<file path="src/rtl/cpu_dbg_pkg.sv">
// Shared types and frame geometry for the CPU debug state-dump block.
package cpu_dbg_pkg;

  localparam int HDR_WORDS = 4;
  localparam int REG_WORDS = 32;

  typedef logic [31:0] word_t;

  typedef enum logic [1:0] {
    ST_IDLE = 2'd0,
    ST_HDR  = 2'd1,
    ST_REGS = 2'd2,
    ST_MEM  = 2'd3
  } dump_state_e;

  function automatic int frame_words(input int mem_words, input int extra);
    return HDR_WORDS + REG_WORDS + mem_words + extra;
  endfunction

endpackage

</file>
<file path="src/rtl/state_dump_unit_sat_counter.sv">
// Event counter that sticks at all-ones instead of wrapping.
module sat_counter #(
  parameter int CNT_W = 32
) (
  input  logic             clk_i,
  input  logic             rst_i,
  input  logic             en_i,
  output logic [CNT_W-1:0] cnt_o
);

  always_ff @(posedge clk_i) begin
    if (!rst_i)
      cnt_o <= '0;
    else if (en_i && (cnt_o != {CNT_W{1'b1}}))
      cnt_o <= cnt_o + 1'b1;
  end

endmodule

</file>
<file path="src/rtl/state_dump_unit.sv">
// Streams a snapshot frame (counters, pc, register file, data memory) out a valid/ready port.
// Optional DUMP_CHECKSUM_EN appends an XOR checksum word to every frame.
module state_dump_unit
  import cpu_dbg_pkg::*;
#(
  parameter int MEM_WORDS = 8,
  parameter int CNT_W     = 32
) (
  input  logic        clk_i,
  input  logic        rst_i,
  input  logic        start_i,
  input  logic        stall_i,
  input  logic        flush_i,
  input  logic [31:0] pc_i,
  input  logic        dump_req_i,
  output logic [4:0]  reg_addr_o,
  input  logic [31:0] reg_data_i,
  output logic [31:0] mem_addr_o,
  input  logic [31:0] mem_data_i,
  output logic [31:0] dout_o,
  output logic        dout_valid_o,
  input  logic        dout_ready_i,
  output logic        dout_last_o,
  output logic        busy_o
);

`ifdef DUMP_CHECKSUM_EN
  localparam int CSUM_WORDS = 1;
`else
  localparam int CSUM_WORDS = 0;
`endif

  localparam int FRAME_WORDS = frame_words(MEM_WORDS, CSUM_WORDS);
  localparam int IDX_W       = $clog2(FRAME_WORDS + 1);

  typedef logic [IDX_W-1:0] idx_t;

  localparam idx_t IDX_REGS     = idx_t'(HDR_WORDS);
  localparam idx_t IDX_MEM      = idx_t'(HDR_WORDS + REG_WORDS);
  localparam idx_t IDX_DATA_END = idx_t'(HDR_WORDS + REG_WORDS + MEM_WORDS);
  localparam idx_t IDX_LAST     = idx_t'(FRAME_WORDS - 1);
  localparam idx_t IDX_END      = idx_t'(FRAME_WORDS);

  // cnt[0]=cycles, cnt[1]=stalls, cnt[2]=flushes
  logic [2:0]            cnt_en;
  logic [2:0][CNT_W-1:0] cnt;

  assign cnt_en = {start_i & flush_i, start_i & stall_i, start_i};

  for (genvar g = 0; g < 3; g++) begin : g_cnt
    sat_counter #(.CNT_W(CNT_W)) u_cnt (
      .clk_i (clk_i),
      .rst_i (rst_i),
      .en_i  (cnt_en[g]),
      .cnt_o (cnt[g])
    );
  end

  dump_state_e                state_q;
  idx_t                       idx_q;
  idx_t                       idx_nxt;
  word_t [HDR_WORDS-1:0]      hdr_q;
  word_t                      next_word;
  logic                       load;

`ifdef DUMP_CHECKSUM_EN
  word_t csum_q;
`endif

  assign idx_nxt = idx_q + 1'b1;
  assign busy_o  = (state_q != ST_IDLE);

  // The output register refills whenever it is empty or being drained this edge.
  assign load = busy_o && (!dout_valid_o || dout_ready_i) && (idx_q != IDX_END);

  // Addresses track idx_q, which only moves on a load, so they hold under backpressure.
  assign reg_addr_o = (state_q == ST_REGS) ? 5'(idx_q - IDX_REGS) : 5'd0;
  assign mem_addr_o = (state_q == ST_MEM && idx_q < IDX_DATA_END) ?
                      (word_t'(idx_q - IDX_MEM) << 2) : 32'd0;

  always_comb begin
    next_word = '0;
    if (idx_q < IDX_REGS)
      next_word = hdr_q[idx_q[1:0]];
    else if (idx_q < IDX_MEM)
      next_word = reg_data_i;
    else if (idx_q < IDX_DATA_END)
      next_word = mem_data_i;
`ifdef DUMP_CHECKSUM_EN
    else
      next_word = csum_q;
`endif
  end

  always_ff @(posedge clk_i) begin
    if (!rst_i) begin
      state_q      <= ST_IDLE;
      idx_q        <= '0;
      hdr_q        <= '0;
      dout_o       <= '0;
      dout_valid_o <= 1'b0;
      dout_last_o  <= 1'b0;
    end else begin
      case (state_q)
        ST_IDLE: begin
          if (dump_req_i) begin
            state_q <= ST_HDR;
            idx_q   <= '0;
            hdr_q   <= {word_t'(cnt[2]), word_t'(cnt[1]), pc_i, word_t'(cnt[0])};
          end
        end
        default: begin
          if (load) begin
            dout_o       <= next_word;
            dout_valid_o <= 1'b1;
            dout_last_o  <= (idx_q == IDX_LAST);
            idx_q        <= idx_nxt;
            if (idx_nxt == IDX_MEM)
              state_q <= ST_MEM;
            else if (idx_nxt == IDX_REGS)
              state_q <= ST_REGS;
          end else if (dout_valid_o && dout_ready_i) begin
            dout_valid_o <= 1'b0;
            dout_last_o  <= 1'b0;
            if (dout_last_o) begin
              state_q <= ST_IDLE;
              idx_q   <= '0;
            end
          end
        end
      endcase
    end
  end

`ifdef DUMP_CHECKSUM_EN
  always_ff @(posedge clk_i) begin
    if (!rst_i)
      csum_q <= '0;
    else if (state_q == ST_IDLE)
      csum_q <= '0;
    else if (load && idx_q < IDX_DATA_END)
      csum_q <= csum_q ^ next_word;
  end
`endif

endmodule

</file>
<file path="config.mk">
export PLATFORM = sky130hd
export DESIGN_NAME = state_dump_unit
export DESIGN_NICKNAME = d
export VERILOG_FILES = /design/src/rtl/cpu_dbg_pkg.sv /design/src/rtl/state_dump_unit_sat_counter.sv /design/src/rtl/state_dump_unit.sv
export SDC_FILE = /design/constraint.sdc
export NUM_CORES = 1
export LEC_CHECK = 0
export CAP_MARGIN = 20
export CELL_PAD_IN_SITES_DETAIL_PLACEMENT = 0
export CELL_PAD_IN_SITES_GLOBAL_PLACEMENT = 1
export CORE_MARGIN = 1.5
export CORE_UTILIZATION = 30
export DETAILED_ROUTE_END_ITERATION = 8
export GPL_TIMING_DRIVEN = 1
export PLACE_DENSITY = 0.68
export SLEW_MARGIN = 20
export SYNTH_ARGS = -nofsm -noshare
export SYNTH_HDL_FRONTEND = slang
export SYNTH_SLANG_ARGS = --single-unit
</file>
<file path="constraint.sdc">
create_clock -name clk_i -period 6.74 [get_ports clk_i]
set_input_delay 1.348 -clock clk_i [delete_from_list [all_inputs] [get_ports clk_i]]
set_output_delay 1.348 -clock clk_i [all_outputs]
set_load 0.05 [all_outputs]
</file>
Word level (Yosys, flattened, before mapping)
Cells that the tools add are included.

operators by class
  $add $sub $neg = 6
  order comparisons = 4
  equal/unequal tests = 11
  mux-type cells = 22
  bitwise operators = 3
  reductions and logical operators = 19

operators with widths
  operator                                                     number
  2-to-1 mux 32 bit                                            5
  adder 32 x 1 -> 32 bit (second input constant)               3
  != test 32 bit (second input constant)                       3
  binary-select mux 32 bit (select 2 bit)                      1
  2-to-1 mux 6 bit                                             5
  2-to-1 mux 2 bit                                             7
  == test 6 bit (second input constant)                        2
  less-than comparator 6 bit (second input constant)           2
  logical AND 1 bit                                            7
  subtractor 6 x 6 -> 7 bit (second input constant)            1
  adder 6 x 1 -> 6 bit (second input constant)                 1
  == test 6 x 3 -> 1 bit (second input constant)               1
  less-than comparator 6 x 3 -> 1 bit (second input constant)  1
  != test 6 bit (second input constant)                        1
  AND reduction 2 bit                                          3
  nonzero test 3 bit                                           2
  2-to-1 mux 5 bit                                             1
  subtractor 5 x 3 -> 5 bit (second input constant)            1
  == test 2 bit (second input constant)                        2
  != test 4 x 1 -> 1 bit (second input constant)               1
  AND reduction 4 bit                                          1
  nonzero test 2 bit                                           2
  less-than comparator 2 x 3 -> 1 bit (second input constant)  1
  2-to-1 mux 1 bit                                             3
  other kinds (7)                                              8

word-level totals
  bits in registers = 266
  input bits = 103
  output and inout bits = 72
  logic and storage cells = 77

Logic depth before layout (Yosys ltp)
Gate-level depths: netlist of run 1.

  depth after elaboration = 6
  depth in mapped cells = 11
  depth with buffers taken out = 7

Modules after synthesis
Synthesis of run 1 repeated with hierarchy kept, for this count alone.

unflattened totals
  cell total of the unflattened synthesis = 1503
  area total of the unflattened synthesis = 12892.4 µm²

by module, submodules not included
  module           instances  cells an instance  area each (µm²)  sequential area each (µm²)
  state_dump_unit  1          903                7780.0           3403.3
  sat_counter      3          200                1704.1           640.6

Worst setup path after synthesis of run 1
No wires, ideal clock.

  path kind = reg-to-output
  start = register idx_q[3]
  end = output mem_addr_o[10]
  data arrival time = 2970 ps
  required time = 5392 ps
  setup slack = 2422 ps
  stages on the path, launching flop included = 6
  buffers on the path = 1
  cells stage by stage = dfxtp_1 > ha_1 > o21ai_0 > nand3_1 > a21oi_1 > buf_4

on the way
  cells in the longest elaborated chain, start to end = 3
  elaborated cells between the ends (all ways) = 4
  classes of those cells = add/sub: 1; order compare: 1; mux: 1; reduce/logical: 1

RTL lines
  item                        RTL line                source
  from (decl)                 state_dump_unit.sv:60   idx_t idx_q;
  from (signal assigned)      state_dump_unit.sv:117  idx_q <= idx_nxt;
  less-than comparator 6 bit  state_dump_unit.sv:78   assign mem_addr_o = (state_q == ST_MEM && idx_q < IDX_DATA_END) ?
  logical AND 1 bit           state_dump_unit.sv:78
  2-to-1 mux 32 bit *         state_dump_unit.sv:78
  to (decl)                   state_dump_unit.sv:18   output logic [31:0] mem_addr_o,

Every way passes the cells marked *; elsewhere a longest branch is shown, timed or not.

Worst setup path after layout of run 1
  start = register idx_q[2]
  end = output mem_addr_o[26]

Same word-level chain as after synthesis.

==> results of run 1 <==
[per-stage QoR]
step / hold slack (ns) / worst slack, ns / util, %
finish: 0.449 / 2.28 / 37.7
global placement: 0.439 / 2.55 / 35.2
detailed placement: 0.444 / 2.51 / 35.2
global route: 0.463 / 2.07 / 37.7
CTS: 0.452 / 2.21 / 37.7
floorplan: 0.433 / 2.42 / -
[worst max-delay path, cell delays in order, from the launching register on]
cell,delay (ns)
dfxtp_1,0.44
ha_1,0.36
o21ai_0,0.17
nand3_1,0.26
a21oi_1,0.22
buf_4,0.26
clkdlybuf4s50_1,0.84
[Yosys cell counts, types with 5 or more instances]
cell type	n
and2_1	6
ha_1	8
and4_1	13
clkbuf_1	102
or3_1	40
a21oi_1	246
mux4_2	32
or4_1	48
and3_1	6
o211ai_1	34
xnor2_1	5
o21a_1	6
or2_2	5
dfxtp_1	266
nor3_1	8
nand2_1	331
mux2i_1	5
nor4_1	8
xor2_1	6
nand2b_1	7
nand3_1	38
buf_4	25
o31ai_1	48
nand4_1	29
a221o_1	32
o21ai_0	38
inv_1	20
nor2_1	44
[cells by family (layout without fill, tap and decap cells)]
logic type / Yosys count / in the layout / share of synthesized area (%)
AND/OR/NAND/NOR: 597 / 597 / 23.2
buffers and inverters: 154 / 259 / 5.48
adder cells (fa/ha/maj): 8 / 8 / 0.810
AO/OA/AOI/OAI: 418 / 418 / 20.4
other: 1 / 2 / 0.0303
flip-flops: 266 / 266 / 43.1
multiplexers: 37 / 37 / 6.24
XOR/XNOR: 11 / 11 / 0.779
[registers in the layout, indices dropped and copies added, names as in the netlist]
register / cells
state_q: 2
dout_last_o: 1
g_cnt.u_cnt.cnt_o: 96
idx_q: 6
dout_valid_o: 1
hdr_q: 128
dout_o: 32
[where the power goes]
group / switching (mW) / internal, mW
Combinational: 0.157 / 0.0948
Sequential: 0.0156 / 1.59
Clock: 0.668 / 1.06
Total: 0.841 / 2.74
[per-layer routing]
metal	up-vias	GRT usage (%)	share of wire [%]
li1	5563	-	-
met1	5419	23.8	46
met2	302	30.2	46
met3	43	2.41	6.1
met4	0	4.53	1.9
met5	-	0	0
[final timing paths]
kind,cells after the start,to,start
setup / recovery,6,mem_addr_o[26],idx_q[2]$_SDFFE_PN0P_
hold / removal,2,dout_o[7]$_SDFFE_PN0P_,dout_o[7]$_SDFFE_PN0P_
setup reg to reg,6,g_cnt[0].u_cnt.cnt_o[1]$_SDFFE_PN0P_,g_cnt[0].u_cnt.cnt_o[24]$_SDFFE_PN0P_
hold reg to reg,2,dout_o[7]$_SDFFE_PN0P_,dout_o[7]$_SDFFE_PN0P_
[layout make-up]
class | instances | share of cell area (%)
clock inverters | 17 | 1.56
inverters | 20 | 0.521
well taps | 532 | 4.33
repair buffers | 186 | 12.0
multi-input cells | 1073 | 41.8
clock buffers | 36 | 5.15
flip-flops and latches | 266 | 34.7
==> qor.csv, run 1 <==
stage,metric,value,unit
worst_setup_path,cp.required,5.39,ns
layout,regArea,0.00533,sq mm
floorplan,rows,74,
worst_setup_path,path_max_fanout,24,
place,dp_hpwl,26700,microns
layout,nets,1687,
clock_tree,clk-insertion-delay-late,0.56,ns
clock_tree,cts-root-buf,clkbuf_16,
clock_tree,clk_pin_slew,0.06,ns
route,wl_per_cell,18.3,microns
clock_tree,post-cts-setup-buffer-count,0,
worst_setup_path,critPathLaunchType,flop,
timing,min_period,4.46,ns
place,place_congestion,0.779,
layout,layout_common_cells,"nand2_1, dfxtp_1, a21oi_1, clkdlybuf4s50_1, or4_1",
worst_setup_path,criticalPathCategory,reg2out,
timing,setup_violations,0,
logic_synthesis,syn_area_per_cell,8.28,sq um
floorplan,dieHeight,206,microns
global_routing,grt_pass1_wl,59300,microns
layout,diodes,0,
logic_synthesis,syn_inst,1492,
logic_synthesis,syn-cell-area,0.0124,sq mm
outcome,outcome,"complete, no violations",
logic_synthesis,seq_area_frac_synth,43.1,%
hold_path,hp-class,reg2reg,
power_and_ir_drop,p_leak,4.64,nW
timing,report.final.slew_viol_count,0,
timing,fmax,0.224,GHz
timing,fin_skew,0.0124,ns
route,firstDrtPassIters,5,
clock_tree,htreeDepth,1,
layout,instances_no_fill,2130,
worst_setup_path,critPathArrivalTime,3.12,ns
power_and_ir_drop,power.density,233,mW/mm^2
global_routing,grt_max_degree,164,
global_routing,track_usage,17.8,%
global_routing,overflow,0,
logic_synthesis,synth.distinct_cells,48,
worst_setup_path,reg2reg_slack,3.80,ns
place,portBuffers,172,
power_and_ir_drop,fin_total_pwr,3.59,mW
timing,final_hold_viol_count,0,
floorplan,dieArea,0.0424,sq mm
logic_synthesis,synth_top_cell_by_area,dfxtp_1,
timing,slew_headroom,29.4,%
clock_tree,cts.sinks,266,
route,vias_per_cell,5.32,
worst_setup_path,end_kind,output pin,
clock_tree,cts_buffer_depth,3,
layout,drive_above_1_share,7.45,%
logic_synthesis,ys_ff_latch,266,
layout,fillers,4198,
logic_synthesis,synthTopCellsByArea,"dfxtp_1, nand2_1, a21oi_1, mux4_2, clkbuf_1",
clock_tree,numCtsBuffers,29,
clock_tree,cts_resized,0,
global_routing,first_global_vias,10543,
layout,fin_area,0.0154,sq mm
floorplan,die_w,206,microns
layout,areaGrowthSynthToFinish,24.3,%
route,vias,11327,
route,wirelength,39000,microns
place,dpl.cell_count,2077,
route,final_antenna_net_count,0,
layout,mostFrequentLayoutCell,nand2_1,
timing,fin_tns_setup,0,ns
route,drc_errors,0,
global_routing,antenna_found_initial,0,
clock_tree,holdBufCountCts,0,
logic_synthesis,synthArstFlopShare,0,%
logic_synthesis,synth_edf_count,0,
logic_synthesis,synth_top_cell_area_share,43.1,%
place,placed_cell_area,0.0143,sq mm
logic_synthesis,yosys_warnings,0,
floorplan,start_util,30.3,%
layout,multi_input_area,0.00642,sq mm
route,drt_iter0_markers,805,
timing,period_share,66.2,%
power_and_ir_drop,ir_drop,0.188,mV
clock_tree,cts_tree,done,
timing,rsz0062_at_grt,false,
floorplan,core_area,0.0407,sq mm
logic_synthesis,synth_ff_type,dfxtp_1,
flow_run,cap_violations,0,
timing,tightest_slew,1.06,ns
floorplan,io_pins,175,
Note: power is estimated with default switching activity, not from simulation.
==> run 2: changes to the inputs <==
PLACE_DENSITY = 0.7   (was 0.68)
clock period = 3.9 ns   (was 6.74 ns; I/O delays follow)
==> run 2 against run 1 <==
Net effect: first-iteration DRC count is 5.1% higher; flip-flop and latch count stayed put; clock-buffer cell count is 10 higher; via count is 1.1% higher; final cell count is 0.56% higher; sequential power is 73% higher; core utilization is 0.76 points higher; worst setup slack worse by 2.1 ns; critical path type unchanged.
==> qor.csv, run 2 (synthesized netlist as in run 1, its figures left out) <==
stage,metric,value,unit
outcome,outcome,"complete, no violations",
worst_setup_path,reg2reg_slack,1.34,ns
timing,period_share,94.4,%
floorplan,rows,74,
route,wirelength,38600,microns
route,firstDrtPassIters,6,
place,place_congestion,0.798,
timing,rsz0062_at_grt,false,
floorplan,start_util,30.3,%
timing,fin_skew,0.0165,ns
layout,instances_no_fill,2142,
global_routing,first_global_vias,10655,
route,final_antenna_net_count,0,
timing,fmax,0.272,GHz
floorplan,die_w,206,microns
route,vias_per_cell,5.35,
clock_tree,cts_tree,done,
clock_tree,cts.sinks,266,
floorplan,core_area,0.0407,sq mm
clock_tree,numCtsBuffers,30,
global_routing,track_usage,17.8,%
clock_tree,cts-root-buf,clkbuf_16,
place,dpl.cell_count,2089,
floorplan,io_pins,175,
power_and_ir_drop,ir_drop,0.276,mV
clock_tree,clk-insertion-delay-late,0.56,ns
layout,mostFrequentLayoutCell,nand2_1,
hold_path,whs_path_depth,2,
layout,largest_register_ffs,128,
worst_setup_path,path_max_fanout,9,
timing,final_hold_viol_count,0,
worst_setup_path,reg2reg_from,g_cnt[2].u_cnt.cnt_o[0]$_SDFFE_PN0P_,
worst_setup_path,criticalPathCategory,reg2out,
worst_setup_path,cp.required,3.12,ns
global_routing,grt_max_degree,110,
global_routing,grt_pass1_wl,59700,microns
layout,nets,1700,
clock_tree,htreeDepth,1,
clock_tree,cts_resized,0,
worst_setup_path,critPathLaunchType,flop,
timing,report.final.slew_viol_count,0,
power_and_ir_drop,fin_total_pwr,6.11,mW
clock_tree,cts_buffer_depth,3,
timing,tightest_slew,1.09,ns
clock_tree,holdBufCountCts,0,
global_routing,antenna_found_initial,1,
flow_run,cap_violations,0,
route,vias,11455,
worst_setup_path,rr_worst_depth,6,
route,drt_iter0_markers,846,
clock_tree,clk_pin_slew,0.06,ns
layout,final_core_util,38.5,%
hold_path,min_from,dout_o[16]$_SDFFE_PN0P_,
global_routing,overflow,0,
layout,layout_common_cells,"nand2_1, dfxtp_1, a21oi_1, clkdlybuf4s50_1, or4_1",
clock_tree,post-cts-setup-buffer-count,0,
floorplan,dieArea,0.0424,sq mm
route,wl_per_cell,18.0,microns
timing,min_period,3.68,ns
timing,slew_headroom,27.3,%
power_and_ir_drop,power.density,390,mW/mm^2
layout,reg.largest.list,"hdr_q: 128 flops, g_cnt.u_cnt.cnt_o: 96 flops, dout_o: 32 flops",
floorplan,dieHeight,206,microns
power_and_ir_drop,p_leak,4.79,nW
timing,fin_tns_setup,0,ns
timing,setup_violations,0,
layout,drive_above_1_share,9.07,%
place,dp_hpwl,27000,microns
worst_setup_path,crit_start,idx_q[2]$_SDFFE_PN0P_,
hold_path,hp-class,reg2reg,
layout,areaGrowthSynthToFinish,26.8,%
place,portBuffers,172,
worst_setup_path,critPathArrivalTime,2.90,ns
worst_setup_path,end_kind,output pin,
route,drc_errors,0,
layout,top_register,hdr_q,
==> run 2: cell types whose count changed in the layout (fill, tap and decap cells not counted), sizes merged <==
cell | before | now
clkbuf | 36 | 46
bufinv | 6 | 3
clkdlybuf4s50 | 172 | 148
clkinv | 10 | 2
inv | 19 | 20
clkinvlp | 2 | 1
buf | 14 | 50
diode | 0 | 1
==> run 2: final cells by class <==
| type | count | area, sq um |
|---|---|---|
| flip-flops and latches | 266 | 5330 |
| diodes | 1 | 2.50 |
| inverters | 20 | 80.1 |
| fillers | 4195 | 25100 |
| multi-input cells | 1073 | 6410 |
| clock buffers | 46 | 892 |
| well taps | 532 | 666 |
| repair buffers | 198 | 2190 |
| clock inverters | 6 | 108 |
==> run 2: final timing paths <==
kind,endpoint
max reg2reg,g_cnt[2].u_cnt.cnt_o[30]$_SDFFE_PN0P_
max,mem_addr_o[7]
min reg2reg,dout_o[16]$_SDFFE_PN0P_
min,dout_o[16]$_SDFFE_PN0P_
==> run 2: power by group <==
group          internal [mW]  leakage [nW]  switching, mW
Clock                   1.76         0.486           1.13
Sequential              2.75          2.15         0.0274
Combinational          0.177          2.15          0.271
Total                   4.68          4.79           1.43
==> run 2: through the flow <==
step / area [sq um] / hold WS [ns] / setup slack, ns
2_1_floorplan: 12400 / 0.433 / 0.150
3_3_place_gp: 14700 / 0.438 / 0.822
3_5_place_dp: 14700 / 0.444 / 0.786
4_1_cts: 15700 / 0.453 / 0.191
5_1_grt: 15700 / 0.464 / 0.0711
6_report: 15700 / 0.451 / 0.217
==> run 2: critical path, stage by stage, from the launching register on <==
cell and delay [ns]:
dfxtp_1 0.42, ha_1 0.35, o21ai_0 0.17, nand3_1 0.28, nor3b_1 0.29, clkdlybuf4s50_1 0.84
==> run 2: layer usage <==
layer  share of wire [%]  vias to the layer above  wire length (microns)  track usage (%)
met3                 7.1                       40                   2740             3.01
li1                    -                     5603                      -                -
met4                 1.8                        0                    688             4.63
met5                   0                        -                      0                0
met2                  44                      338                  17100             28.6
met1                  47                     5474                  18000             24.5
==> run 3: changes to the inputs <==
CORE_MARGIN = 8   (was 1.5)
==> run 3 against run 2 <==
Net effect: critical path type unchanged; via count shrank 0.74%; critical path depth unchanged; die area grew 13%; clock skew shrank 0.0043 ns; flip-flop and latch count did not move; core utilization down 0.058 points; register-to-register slack hardly changed.
==> qor.csv, run 3 (synthesized netlist as in run 1, its figures left out) <==
stage,metric,value,unit
global_routing,antenna_found_initial,1,
floorplan,dieArea,0.0480,sq mm
floorplan,dieHeight,219,microns
floorplan,die_w,219,microns
layout,drive_above_1_share,9.27,%
place,portBuffers,172,
global_routing,grt_max_degree,109,
power_and_ir_drop,ir_drop,0.315,mV
timing,setup_violations,0,
clock_tree,cts-root-buf,clkbuf_16,
place,dp_hpwl,28300,microns
worst_setup_path,cp.required,3.12,ns
layout,areaGrowthSynthToFinish,26.6,%
timing,whs,0.449,ns
clock_tree,htreeDepth,1,
floorplan,rows,74,
worst_setup_path,path_max_fanout,9,
floorplan,io_pins,175,
clock_tree,cts_tree,done,
route,drc_errors,0,
floorplan,core_area,0.0407,sq mm
power_and_ir_drop,fin_total_pwr,6.05,mW
route,vias_per_cell,5.31,
layout,layout_common_cells,"nand2_1, dfxtp_1, a21oi_1, clkdlybuf4s50_1, or4_1",
clock_tree,cts_resized,0,
timing,report.final.slew_viol_count,0,
place,place_congestion,0.794,
timing,rsz0062_at_grt,false,
route,final_antenna_net_count,0,
clock_tree,numCtsBuffers,30,
power_and_ir_drop,power.density,387,mW/mm^2
worst_setup_path,end_kind,output pin,
global_routing,first_global_vias,10732,
route,drt_iter0_markers,815,
global_routing,track_usage,15.9,%
timing,tightest_slew,1.06,ns
layout,mostFrequentLayoutCell,nand2_1,
layout,top_register,hdr_q,
power_and_ir_drop,p_leak,4.79,nW
route,wirelength,39700,microns
outcome,outcome,"complete, no violations",
timing,slew_headroom,29.2,%
floorplan,start_util,30.3,%
place,dpl.cell_count,2087,
global_routing,overflow,0,
route,wl_per_cell,18.5,microns
worst_setup_path,criticalPathCategory,reg2out,
global_routing,grt_pass1_wl,61800,microns
timing,fin_skew,0.0122,ns
clock_tree,cts_buffer_depth,3,
layout,reg.largest.list,"hdr_q: 128 flops, g_cnt.u_cnt.cnt_o: 96 flops, dout_o: 32 flops",
timing,fin_tns_setup,0,ns
layout,largest_register_ffs,128,
clock_tree,cts.sinks,266,
timing,period_share,93.8,%
route,firstDrtPassIters,4,
layout,instances_no_fill,2140,
timing,min_period,3.66,ns
timing,fmax,0.273,GHz
timing,final_hold_viol_count,0,
worst_setup_path,reg2reg_slack,1.35,ns
layout,nets,1698,
worst_setup_path,critPathArrivalTime,2.88,ns
layout,fillers,4145,
hold_path,hp-class,reg2reg,
clock_tree,clk-insertion-delay-late,0.56,ns
route,vias,11370,
clock_tree,post-cts-setup-buffer-count,0,
worst_setup_path,critPathLaunchType,flop,
layout,diodes,0,
clock_tree,clk_pin_slew,0.06,ns
flow_run,cap_violations,0,
clock_tree,holdBufCountCts,0,
==> run 3: cell types whose count changed in the layout (fill, tap and decap cells not counted), sizes merged <==
cell	previous run	this run
clkbuf	46	42
clkinv	2	7
buf	50	48
bufinv	3	2
inv	20	21
diode	1	0
==> run 3: cell type report <==
type | count | area, sq um | share of cell area, %
Clock buffer | 42 | 877 | 5.60
Clock inverter | 11 | 111 | 0.711
Inverter | 20 | 80.1 | 0.512
Multi-Input combinational cell | 1073 | 6410 | 41.0
Sequential cell | 266 | 5330 | 34.0
Tap cell | 532 | 666 | 4.25
Timing Repair Buffer | 196 | 2180 | 13.9
==> run 3: worst paths after layout <==
check | startpoint | endpoint | cells past startpoint
worst max-delay path | idx_q[2]$_SDFFE_PN0P_ | mem_addr_o[7] | 5
worst min-delay path | dout_o[31]$_SDFFE_PN0P_ | dout_o[31]$_SDFFE_PN0P_ | 2
worst max register to register | g_cnt[2].u_cnt.cnt_o[0]$_SDFFE_PN0P_ | g_cnt[2].u_cnt.cnt_o[30]$_SDFFE_PN0P_ | 6
worst min register to register | dout_o[31]$_SDFFE_PN0P_ | dout_o[31]$_SDFFE_PN0P_ | 2
==> run 3: through the flow <==
step / area [sq um] / util [%] / setup slack (ns)
CTS: 15700 / 38.4 / 0.169
floorplan: 12400 / - / 0.150
global placement: 14700 / 36.0 / 0.846
finish: 15700 / 38.4 / 0.241
detailed placement: 14700 / 36.0 / 0.786
global route: 15700 / 38.4 / 0.0462
==> run 3: critical path: stages, from the launching register on <==
cell,delay [ns]
dfxtp_1,0.41
ha_1,0.33
o21ai_0,0.17
nand3_1,0.27
nor3b_1,0.29
clkdlybuf4s50_1,0.85
==> run 3: power by group <==
group | switching (mW) | internal [mW] | total (mW) | leakage (nW)
registers | 0.0273 | 2.75 | 2.78 | 2.15
clock network | 1.14 | 1.69 | 2.83 | 0.491
logic | 0.271 | 0.176 | 0.447 | 2.15
==> run 3: layer usage <==
metal | track usage, % | up-vias | share of wire (%)
met2 | 25.4 | 287 | 45
met5 | 0 | - | 0.040
li1 | - | 5604 | -
met4 | 3.83 | 2 | 1.6
met1 | 22.1 | 5434 | 47
met3 | 2.64 | 43 | 6.2
